===== config.mk =====
export PLATFORM = sky130hd
export DESIGN_NAME = instr_mem_responder
export DESIGN_NICKNAME = d
export VERILOG_FILES = /design/src/rtl/instr_mem_responder.sv
export SDC_FILE = /design/constraint.sdc
export NUM_CORES = 2
export LEC_CHECK = 0
export CAP_MARGIN = 20
export CORE_ASPECT_RATIO = 1.75
export CORE_MARGIN = 4
export CORE_UTILIZATION = 62
export CTS_BUF_LIST = sky130_fd_sc_hd__clkbuf_8
export CTS_CLUSTER_SIZE = 20
export DETAILED_ROUTE_END_ITERATION = 16
export PLACE_DENSITY_LB_ADDON = 0.1
export SETUP_SLACK_MARGIN = 0.15
export SYNTH_ARGS = -nofsm -noshare
export SYNTH_HDL_FRONTEND = slang
export SYNTH_SLANG_ARGS = --single-unit

===== constraint.sdc =====
create_clock -name clk -period 2.77 [get_ports clk]
set_input_delay 0.554 -clock clk [delete_from_list [all_inputs] [get_ports clk]]
set_output_delay 0.554 -clock clk [all_outputs]
set_load 0.05 [all_outputs]

===== src/rtl/instr_mem_responder.sv =====
// Instruction-memory responder: captures mem[pc] on request accept and presents it LATENCY cycles later.
// Backpressure: the response is held stable until fetch_resp_rdy, and no request is accepted while one is in flight.
module instr_mem_responder #(
  parameter int PC_ADDR_WIDTH  = 8,
  parameter int INST_MSG_WIDTH = 16,
  parameter int DEPTH          = 256,
  parameter int LATENCY        = 2
) (
  input  logic                      clk,
  input  logic                      reset,
  input  logic                      fetch_req_val,
  output logic                      fetch_req_rdy,
  input  logic [PC_ADDR_WIDTH-1:0]  fetch_req_addr,
  output logic                      fetch_resp_val,
  input  logic                      fetch_resp_rdy,
  output logic [INST_MSG_WIDTH-1:0] fetch_resp_inst,
  input  logic                      load_val,
  input  logic [PC_ADDR_WIDTH-1:0]  load_addr,
  input  logic [INST_MSG_WIDTH-1:0] load_data,
  output logic                      busy
);

  localparam int IDX_W = (DEPTH > 1) ? $clog2(DEPTH) : 1;
  localparam int CNT_W = (LATENCY > 2) ? $clog2(LATENCY - 1) : 1;
  localparam logic [PC_ADDR_WIDTH:0] DEPTH_L = (PC_ADDR_WIDTH + 1)'(DEPTH);

  typedef enum logic [1:0] {
    IDLE = 2'd0,
    WAIT = 2'd1,
    RESP = 2'd2
  } state_t;

  state_t             state_q, state_d;
  logic [CNT_W-1:0]   cnt_q, cnt_d;

  logic [INST_MSG_WIDTH-1:0] mem [DEPTH];

  logic load_hit;
  logic req_hit;
  logic accept;

  assign load_hit = load_val && ({1'b0, load_addr} < DEPTH_L);
  assign req_hit  = {1'b0, fetch_req_addr} < DEPTH_L;
  assign accept   = fetch_req_val && fetch_req_rdy;

  // No reset on the array: program contents must survive a core reset.
  always_ff @(posedge clk) begin
    if (load_hit) begin
      mem[load_addr[IDX_W-1:0]] <= load_data;
    end
  end

  // Captured on the accept edge, so a same-edge load is seen only by later requests.
  always_ff @(posedge clk or posedge reset) begin
    if (reset) begin
      fetch_resp_inst <= '0;
    end else if (accept) begin
      fetch_resp_inst <= req_hit ? mem[fetch_req_addr[IDX_W-1:0]] : '0;
    end
  end

  always_ff @(posedge clk or posedge reset) begin
    if (reset) begin
      state_q <= IDLE;
      cnt_q   <= '0;
    end else begin
      state_q <= state_d;
      cnt_q   <= cnt_d;
    end
  end

  always_comb begin
    state_d        = state_q;
    cnt_d          = cnt_q;
    fetch_req_rdy  = 1'b0;
    fetch_resp_val = 1'b0;
    busy           = 1'b1;
    case (state_q)
      IDLE: begin
        fetch_req_rdy = 1'b1;
        busy          = 1'b0;
        if (fetch_req_val) begin
          if (LATENCY == 1) begin
            state_d = RESP;
          end else begin
            state_d = WAIT;
            cnt_d   = CNT_W'(LATENCY - 2);
          end
        end
      end
      WAIT: begin
        if (cnt_q == '0) begin
          state_d = RESP;
        end else begin
          cnt_d = cnt_q - 1'b1;
        end
      end
      RESP: begin
        fetch_resp_val = 1'b1;
        if (fetch_resp_rdy) begin
          state_d = IDLE;
        end
      end
      default: begin
        state_d = IDLE;
      end
    endcase
  end

endmodule


==> results.sh <==
export IMPL_worst_ir_drop_vdd_mv=0.677
export IMPL_ys_top_cells_by_area="edfxtp_1, mux4_2, mux2i_1"
export IMPL_path_clk_slew_ns=0.07
export IMPL_chipHeight_um=678
export IMPL_ant_nets=0
export IMPL_mostFrequentLayoutCells="edfxtp_1, buf_4, mux4_2"
export IMPL_die_w_um=391
export IMPL_grt_pass1_wl_mm=635
export IMPL_antenna_found_initial=18
export IMPL_hpwlAfterDp_mm=300
export IMPL_pwr_share_comb_pct=7.4
export IMPL_drt_iter0_markers=10007
export IMPL_area_growth_pct=17.2
export IMPL_slowest_delay_ns=0.70
export IMPL_cp_required_ns=3.68
export IMPL_holdWs_ns=0.177
export IMPL_clk_latency_ns=1.03
export IMPL_cts_buffers=573
export IMPL_gr_total_overflow=0
export IMPL_routed_wl_mm=447
export IMPL_fill_cells=14533
export IMPL_yosys_warnings=0
export IMPL_finalHoldViolations=0
export IMPL_synthesis_area_um2=159000
export IMPL_synth_edf_count=4096
export IMPL_yosysUniqueCellTypes=69
export IMPL_synth_ff_type="edfxtp_1"
export IMPL_cts_root_buf="clkbuf_8"
export IMPL_final_seq_area_um2=123000
export IMPL_power_leakage_nw=62.0
export IMPL_max_freq_ghz=0.370
export IMPL_rsz0062_at_grt="true"
export IMPL_io_buffer_count=55
export IMPL_swShare_pct=23.2
export IMPL_core_area_um2=255000
export IMPL_pwr_density_cell_nw_per_um2=651
export IMPL_grt_max_degree=132
export IMPL_synth_top_area_share_pct=77.4
export IMPL_finClkSkew_ns=0.0527
export IMPL_nets=9057
export IMPL_critPathTopFamily="buffers and inverters"
export IMPL_maxCapViolCount=0
export IMPL_wire_per_inst_um=34.9
export IMPL_intPower_mw=93.2
export IMPL_ios=56
export IMPL_criticalPathCategory="in2reg"
export IMPL_worst_slew_pin_slew_ns=0.926
export IMPL_rows=245
export IMPL_crit_fanout=23
export IMPL_end_kind="flop"
export IMPL_cp_num_buf_inv=6
export IMPL_synth_cells=7566
export IMPL_vias=85134
export IMPL_pre_cts_ws_ns=-1.36
export IMPL_pwr_share_clk_pct=35.7
export IMPL_drc=0
export IMPL_min_period_ns=2.70
export IMPL_fin_ws_ns=0.0699
export IMPL_layout_drive_gt1_share_pct=30.6
export IMPL_multiInputGateArea_um2=32800
export IMPL_syn_area_per_cell_um2=21.0
export IMPL_p_sw_mw=28.1
export IMPL_yosysTopAreaCell="edfxtp_1"
export IMPL_dieArea_um2=265000
export IMPL_clock_path_buffers=4
export IMPL_p_total_mw=121
export IMPL_synthArstFlopShare_pct=0.438
export IMPL_start_util_pct=62.4
export IMPL_dr_pass1_iters=8
export IMPL_critPathSlowestCell="a2111oi_2"
export IMPL_setup_tns_ns=0
export IMPL_syn_num_nets=7603
export IMPL_grt_pass1_vias=86819
export IMPL_via_per_inst=6.65
export IMPL_gp_congestion=0.960
export IMPL_setup_viol=0
export IMPL_min_path_type="in2reg"
export IMPL_htreeDepth=6
export IMPL_cts_tree="built"
export IMPL_critPathArrivalTime_ns=3.61
export IMPL_path_cells="buf_8 -> buf_4 -> buf_12 -> buf_12 -> mux4_2 -> inv_1 -> a21oi_1 -> a2111oi_2 -> buf_4 -> nor4_2 -> a221o_1"
export IMPL_cp_start_kind="input port"
export IMPL_status="completed"
export IMPL_max_slew_margin_pct=37.6
export IMPL_finalCritPeriodShare_pct=97.5
export IMPL_grt_use_total_pct=34.0
export IMPL_synth_seq_cells=4114
export IMPL_final_common_cell="edfxtp_1"
export IMPL_slew_violations=0
export IMPL_clock_sinks=4114
export IMPL_seqPwrFrac_pct=56.9
export IMPL_seq_area_frac_synth_pct=77.7
==> flip-flops by register name, indices dropped and copies added, names as in the netlist <==
register and count:
state_q 2, mem 4096, fetch_resp_inst 16
==> what timing repair did <==
action	in CTS	in global routing
hold buffers	17	0
pin swaps	2	10
resized for setup	82	46
endpoints found under the hold margin	504	0
endpoints found under the setup margin	26	14
setup buffers	0	3
==> through the flow <==
| step | instances | util (%) | cell area [µm²] |
|---|---|---|---|
| 2_1_floorplan | 7566 | - | 159000 |
| 3_3_place_gp | 11750 | 68.8 | 175000 |
| 6_report | 12794 | 73.2 | 186000 |
| 4_1_cts | 12775 | 73.0 | 186000 |
| 5_1_grt | 12788 | 73.2 | 186000 |
| 3_5_place_dp | 11759 | 68.9 | 175000 |
==> area by class of cell <==
class	count	area share, %
flip-flops and latches	4114	66.2
clock inverters	400	1.10
repair buffers	1331	8.33
well taps	3334	2.24
diodes	16	0.0215
multi-input cells	2980	17.6
clock buffers	599	4.42
inverters	20	0.0443
==> routing by layer <==
layer | vias up | GRT usage, % | share of wire, %
li1 | 34711 | - | -
met1 | 44338 | 41.2 | 33
met2 | 4925 | 56.8 | 51
met3 | 1152 | 6.21 | 8.7
met4 | 8 | 22.0 | 7.8
met5 | - | 0 | 0.011
==> worst min-delay path: stages <==
cell and delay, ns:
clkdlybuf4s50_1 0.45, nand2b_1 0.10, mux2i_1 0.06
==> cell families (layout without fill, tap and decap cells) <==
| family | Yosys count | in the layout | synth area share, % |
|---|---|---|---|
| flops | 4114 | 4114 | 77.7 |
| buf+inv | 472 | 2350 | 2.06 |
| simple gates | 740 | 740 | 2.00 |
| compound gates | 873 | 873 | 3.91 |
| mux | 1367 | 1367 | 14.4 |
| other cells | 0 | 16 | 0 |
==> final timing paths <==
path                            slack (ns)  cells after the start           startpoint                   to
max in group asynchronous             1.95                      4                reset   fetch_resp_inst[5]
worst max register to register        0.14                      8           mem[44][6]   fetch_resp_inst[6]
min in group asynchronous             0.48                      4                reset           state_q[0]
worst min-delay path                  0.18                      3       fetch_resp_rdy           state_q[1]
worst min register to register        0.52                      1  fetch_resp_inst[11]  fetch_resp_inst[11]
worst max-delay path                  0.07                     11    fetch_req_addr[1]  fetch_resp_inst[12]
==> synthesized netlist by cell type, types with 52 or more instances <==
| library cell | number |
|---|---|
| edfxtp_1 | 4096 |
| mux4_2 | 709 |
| mux2i_1 | 594 |
| nor2_1 | 327 |
| nand2_1 | 214 |
| o22ai_1 | 204 |
| clkbuf_1 | 142 |
| a22oi_1 | 137 |
| o221ai_1 | 128 |
| a21oi_1 | 121 |
| buf_2 | 110 |
| nand3_1 | 72 |
| o21ai_0 | 71 |
| buf_4 | 68 |
| a211oi_1 | 52 |
==> power groups by stage <==
stage	Combinational [mW]	Clock [mW]	Sequential (mW)
final	8.96	43.4	69.0
after global routing	9.20	46.8	69.0
after CTS	8.78	43.9	69.0
after detailed placement	8.74	0	70.3
after global placement	8.58	0	70.3
after floorplan	3.58	0	70.5
Note: power is estimated with default switching activity, not from simulation.
